**src/rtl/sync_fifo_8x16.sv**
```systemverilog
// sync_fifo_8x16
//   Single-clock FIFO, DATA_WIDTH x DEPTH (8 x 16 by default), standard
//   (non-fall-through) read timing: dout is registered and presents the word
//   the cycle after an accepted read.
//   Pointers carry one extra wrap bit so full and empty can be told apart when
//   the address bits are equal.
//   Optional feature macro: FIFO_DATA_COUNT_EN adds the data_count output
//   (wr_ptr - rd_ptr, 0..DEPTH).
module sync_fifo_8x16 #(
    parameter int DATA_WIDTH = 8,
    parameter int DEPTH      = 16,
    parameter int ADDR_WIDTH = 4
) (
    input  logic                  clk,
    input  logic                  reset,
    input  logic [DATA_WIDTH-1:0] din,
    input  logic                  wr_en,
    input  logic                  rd_en,
    output logic [DATA_WIDTH-1:0] dout,
    output logic                  full,
`ifdef FIFO_DATA_COUNT_EN
    output logic [ADDR_WIDTH:0]   data_count,
`endif
    output logic                  empty
);

    localparam logic [ADDR_WIDTH:0] PTR_ONE = 1;

    // Storage array; no reset so it maps onto block RAM / distributed RAM.
    logic [DATA_WIDTH-1:0] r_mem [DEPTH];

    logic [ADDR_WIDTH:0]   r_wr_ptr;
    logic [ADDR_WIDTH:0]   r_rd_ptr;
    logic [DATA_WIDTH-1:0] r_dout;

    logic w_full;
    logic w_empty;
    logic w_wr_accept;
    logic w_rd_accept;
    logic w_addr_equal;

    // Flags come straight from the registered pointers, so they reflect an
    // occupancy change on the cycle after the operation that caused it.
    assign w_addr_equal = (r_wr_ptr[ADDR_WIDTH-1:0] == r_rd_ptr[ADDR_WIDTH-1:0]);
    assign w_empty      = (r_wr_ptr == r_rd_ptr);
    assign w_full       = w_addr_equal & (r_wr_ptr[ADDR_WIDTH] != r_rd_ptr[ADDR_WIDTH]);

    // A write into a full FIFO and a read from an empty one are dropped; in a
    // simultaneous request this gives read priority when full and write
    // priority when empty without any extra logic.
    assign w_wr_accept = wr_en & ~w_full;
    assign w_rd_accept = rd_en & ~w_empty;

    // Write port of the storage array.
    always_ff @(posedge clk) begin
        if (w_wr_accept) begin
            r_mem[r_wr_ptr[ADDR_WIDTH-1:0]] <= din;
        end
    end

    // Write pointer: advances on every accepted write, wrap bit toggles on wrap.
    always_ff @(posedge clk or posedge reset) begin
        if (reset) begin
            r_wr_ptr <= '0;
        end else if (w_wr_accept) begin
            r_wr_ptr <= r_wr_ptr + PTR_ONE;
        end
    end

    // Read pointer and registered output word; dout only moves on an accepted read.
    always_ff @(posedge clk or posedge reset) begin
        if (reset) begin
            r_rd_ptr <= '0;
            r_dout   <= '0;
        end else if (w_rd_accept) begin
            r_rd_ptr <= r_rd_ptr + PTR_ONE;
            r_dout   <= r_mem[r_rd_ptr[ADDR_WIDTH-1:0]];
        end
    end

    assign dout  = r_dout;
    assign full  = w_full;
    assign empty = w_empty;

`ifdef FIFO_DATA_COUNT_EN
    // Occupancy; modular subtraction of wrap-bit pointers yields 0..DEPTH.
    assign data_count = r_wr_ptr - r_rd_ptr;
`endif

endmodule

```
**config.mk**
```make
export PLATFORM = sky130hd
export DESIGN_NAME = sync_fifo_8x16
export DESIGN_NICKNAME = d
export VERILOG_FILES = /design/src/rtl/sync_fifo_8x16.sv
export SDC_FILE = /design/constraint.sdc
export NUM_CORES = 1
export LEC_CHECK = 0
export ABC_AREA = 1
export BUFFER_PORTS_ARGS = -buffer_cell sky130_fd_sc_hd__buf_4
export CORE_UTILIZATION = 60
export CTS_CLUSTER_DIAMETER = 120
export DETAILED_ROUTE_END_ITERATION = 8
export PLACE_DENSITY = 0.77
export SLEW_MARGIN = 25
export SYNTH_ARGS = -nofsm -noshare
export SYNTH_HDL_FRONTEND = slang
export SYNTH_SLANG_ARGS = --single-unit
```
**constraint.sdc**
```tcl
create_clock -name clk -period 5.25 [get_ports clk]
set_input_delay 0.2625 -clock clk [delete_from_list [all_inputs] [get_ports clk]]
set_output_delay 0.2625 -clock clk [all_outputs]
set_load 0.05 [all_outputs]
```
Word-level counts from Yosys, hierarchy flattened
Memories as Yosys holds them, arrays and structs flattened. A register that Yosys moved wholly into a read port is not among the register bits.
Cells that the tools add are included.
{ "totals": {"register_bits": 10, "latchBits": 0, "ram_bits": 128, "mem_bits_ro": 0, "inputBits": 12, "word_cells": 15, "memories": 1} }
{ "classes": {"add_sub_neg": 2, "multipliers": 0, "div_mod_pow": 0, "n_lt_le_gt_ge": 0, "eq_ne": 3, "n_shift": 0, "muxes": 2, "bitwise_logic": 5, "n_reduce_logical": 0} }
{ "mem_list": {"columns": ["memory", "words", "width", "rd", "rd_ports_with_merged_regs", "wr", "line_no", "text"], "rows": [
  ["r_mem", 16, 8, 1, 1, 1, "30", "logic [DATA_WIDTH-1:0] r_mem [DEPTH];"]
]} }
{ "op_table": {"columns": ["cell", "count"], "rows": [
  ["$add A5 B1 Y5 const B", 2],
  ["$eq A5 B5 Y1", 1],
  ["$eq A4 B4 Y1", 1],
  ["$and A1 B1 Y1", 3],
  ["$mux W1", 2],
  ["$not A1 Y1", 2],
  ["$ne A1 B1 Y1", 1]
]} }

Depth between registers and ports, before layout
{ "depth": {"depth_word": 6, "depth_mapped": 12, "ltp_nobuf": 10} }

Worst setup path before layout
OpenSTA, ideal clock, no wires.
{ "synth_path": {"path_kind": "reg-to-reg", "start": "reg r_rd_ptr[1]", "end": "mem r_mem[10][0] (enable)", "setup_ns": 0.383, "t_arrival_ns": 1.626, "required_time_ns": 4.867, "slack_ns": 3.241, "path_stages_with_launch": 9, "path_buffers": 2, "period_less_slack_ns": 2.009, "cell_sequence": "dfrtp_1 -> buf_2 -> inv_2 -> nand2_1 -> a21oi_2 -> nand3b_2 -> nand2_2 -> buf_2 -> nor3_1"} }
{ "synth_via": {"elab_chain_cells": 6} }
{ "synth_lines": {"columns": ["item", "line_no", "text"], "rows": [
  ["from (decl)", "33", "logic [ADDR_WIDTH:0] r_rd_ptr;"],
  ["from (signal assigned)", "76", "r_rd_ptr <= r_rd_ptr + PTR_ONE;"],
  ["$eq A4 B4 Y1", "44", "assign w_addr_equal = (r_wr_ptr[ADDR_WIDTH-1:0] == r_rd_ptr[ADDR_WIDTH-1:0]);"],
  ["$and A1 B1 Y1", "46", "assign w_full = w_addr_equal & (r_wr_ptr[ADDR_WIDTH] != r_rd_ptr[ADDR_WIDTH]);"],
  ["$not A1 Y1", "51", "assign w_wr_accept = wr_en & ~w_full;"],
  ["$and A1 B1 Y1", "51", null],
  ["$mux W1", "56", "if (w_wr_accept) begin"],
  ["$mux W1 (not written as such)", "57", "r_mem[r_wr_ptr[ADDR_WIDTH-1:0]] <= din;"],
  ["to (decl)", "30", null]
]} }
No other way between the ends.

Final worst setup path
{ "layout_path": {"start": "reg r_rd_ptr[1]", "end": "mem r_mem[13][0] (enable)"} }
Same word-level chain as after synthesis.

==> impl_metrics.yaml <==
outcome:
  status: "completed"
critical_path:
  arrival_ns: 3.22
  timing.rr.start: "r_rd_ptr[1]"
  cp-startpoint: "r_rd_ptr[1]"
  cp.required_ns: 5.40
  cp_max_fo: 37
  rr_worst_depth: 7
  startpoint_type: "flip-flop"
  r2r_end: "r_mem[13][0]"
  reg2reg_slack_ns: 2.17
  crit_type: "flip-flop to flip-flop"
  cp-endpoint: "r_mem[13][0]"
  end_kind: "flip-flop"
die:
  ios: 22
  die_w_um: 106.8
  num_rows: 37
  start_util: 0.6273
  die_area_um2: 11410
  core_area_um2: 10510
  die_y_um: 106.8
pwr:
  p_int_mw: 2.468
  combPwrFrac: 0.345
  clkPwrFrac: 0.280
  p_sw_mw: 1.559
  report.power.total_mw: 4.028
  p_leak_nw: 3.385
  switching_share: 0.3871
  seqPwrFrac: 0.375
  peakVddDrop_uv: 271.2
  cellPowerDensity_nw_per_um2: 542.3
global_route:
  antenna_found_initial: 0
  grt_pass1_vias: 4647
  grt_overflow: 0
  grt_max_degree: 69
  track_usage: 0.2892
  grt_pass1_wl_mm: 23.89
sta:
  rsz0062_at_grt: "no"
  drv_slew: 0
  maxSlewHeadroom: 0.3264
  hold_viol: 0
  min_period_ns: 3.075
  clock_skew_ns: 0.01395
  setup_viol: 0
  setup_slack_ns: 2.175
  max_freq_mhz: 325.2
  min_period_over_period: 0.5858
  setup_tns_ns: 0
  tightest_slew_ns: 1.003
detailed_routing:
  firstDrtPassIters: 6
  vias_per_cell: 5.491
  wirelength_mm: 15.14
  wl_per_cell_um: 17.79
  drc_errors: 0
  antenna_left: 0
  vias: 4673
  drt_iter0_drc: 491
layout:
  fill_cells: 733
  drive_above_1_share: 0.1077
  num_antenna_cells: 0
  areaGrowthSynthToFinish_pct: 12.66
  final_cell_mix: "nand2_1, inv_1, edfxtp_1"
  layout_commonest_cell: "nand2_1"
  nets: 719
  fin_area_um2: 7427
logic_synthesis:
  syn_inst: 686
  yosysSeqAreaShare: 0.6514
  yosysTopAreaCell: "edfxtp_1"
  ys_ff_latch: 146
  synth_area_leaders: "edfxtp_1, nand2_1, inv_1, dfrtp_1, nand3_1"
  ys.flop_type: "edfxtp_1"
  synth_cell_types: 22
  ys_async_sr_fraction: 0.1233
  syn_area_um2: 6593
  synth-edff-count: 128
  synth.top_cell.area_share: 0.5830
  ys.warnings.count: 0
  syn_avg_cell_area_um2: 9.610
  synth_nets: 703
cts:
  hold_buffers: 1
  htreeDepth: 4
  cts_tree: "built"
  cts.clk_slew.worst_paths_ns: 0.07
  postCtsSetupRepairBufs: 0
  clock-sinks: 146
  numCtsBuffers: 17
  cts.path.max_buffers: 2
  clk_latency_ns: 0.53
  ctsResizeCount: 0
  cts-root-buf: "clkbuf_8"
place:
  place_ws_ns: 2.132
  routabilityCongestion: 0.8979
  io_buffers: 21
  hpwl_mm: 9.424
  post_dp_cell_area_um2: 6799
hold_path:
  hold_depth: 1
  hp-class: "primary input to flip-flop"
flow_run:
  maxCapViolations: 0
-- state kept, by name (all words and copies together) (netlist names) --
| signal | cells |
|---|---|
| r_wr_ptr | 5 |
| r_rd_ptr | 5 |
| r_mem | 128 |
| dout | 8 |
-- metal layers --
layer,GRT usage,part of all wire,up-vias
met4,0.1301,0.029,0
met2,0.4553,0.47,227
li1,-,-,2180
met1,0.3929,0.42,2225
met5,0,0,-
met3,0.05775,0.080,41
-- worst max-delay path, stage by stage (launching register included) --
cell and delay [ns]:
dfrtp_1 0.32, buf_4 0.36, inv_2 0.34, nand2_1 0.16, a21oi_2 0.07, nand3b_2 0.09, nand2_2 0.40, nor3_1 0.93
-- Yosys cell counts (2+ instances only) --
| master | count |
|---|---|
| buf_1 | 2 |
| buf_2 | 14 |
| buf_4 | 3 |
| clkbuf_1 | 7 |
| clkinv_1 | 2 |
| dfrtp_1 | 18 |
| edfxtp_1 | 128 |
| ha_1 | 5 |
| inv_1 | 131 |
| inv_2 | 5 |
| nand2_1 | 253 |
| nand2_2 | 2 |
| nand3_1 | 84 |
| nor2_1 | 2 |
| nor3_1 | 15 |
| o21ai_1 | 2 |
| xnor2_1 | 5 |
| xor2_1 | 4 |
-- cell families (layout without fill, tap and decap cells) --
group                      Yosys count  in the layout  share of synthesized area
and+or+nand+nor                    358            358                     0.2249
buffers and inverters              165            194                    0.09945
adders and majority gates            5              5                   0.009489
AOI/OAI and AO/OA                    3              3                   0.002847
DFF                                146            146                     0.6514
xor gates and xnor gates             9              9                    0.01196
-- cell type report --
type / count / area, µm² / area share
Clock inverter: 11 / 102.6 / 0.01381
Sequential cell: 146 / 4295 / 0.5783
Multi-Input combinational cell: 375 / 1708 / 0.2300
Inverter: 138 / 519.2 / 0.06991
Timing Repair Buffer: 24 / 182.7 / 0.02460
Clock buffer: 21 / 449.2 / 0.06048
Tap cell: 136 / 170.2 / 0.02291
-- metrics by stage --
step / utilization / hold WS, ns / std cells
after CTS: 0.7004 / 0.1193 / 851
final: 0.7068 / 0.1197 / 851
after global placement: 0.6470 / 0.4105 / 818
after global routing: 0.7068 / 0.1239 / 851
after floorplan: - / 0.2011 / 686
after detailed placement: 0.6470 / 0.4191 / 818
-- worst min path at each step --
stage / start / slack [ns] / endpoint
finish: din[6] / 0.12 / r_mem[3][6]
global route: din[6] / 0.12 / r_mem[3][6]
CTS: din[6] / 0.12 / r_mem[3][6]
detailed placement: reset / 0.42 / r_rd_ptr[4]
global placement: reset / 0.41 / dout[7]
floorplan: reset / 0.20 / dout[0]
-- power by group through the flow --
stage	registers, mW	clock network, mW	logic [mW]
2_1_floorplan	1.61	0	0.924
3_3_place_gp	1.53	0	1.30
3_5_place_dp	1.53	0	1.33
4_1_cts	1.51	1.13	1.35
5_1_grt	1.53	1.17	1.53
6_report	1.51	1.13	1.39
Power figures use the tool's default switching activity.
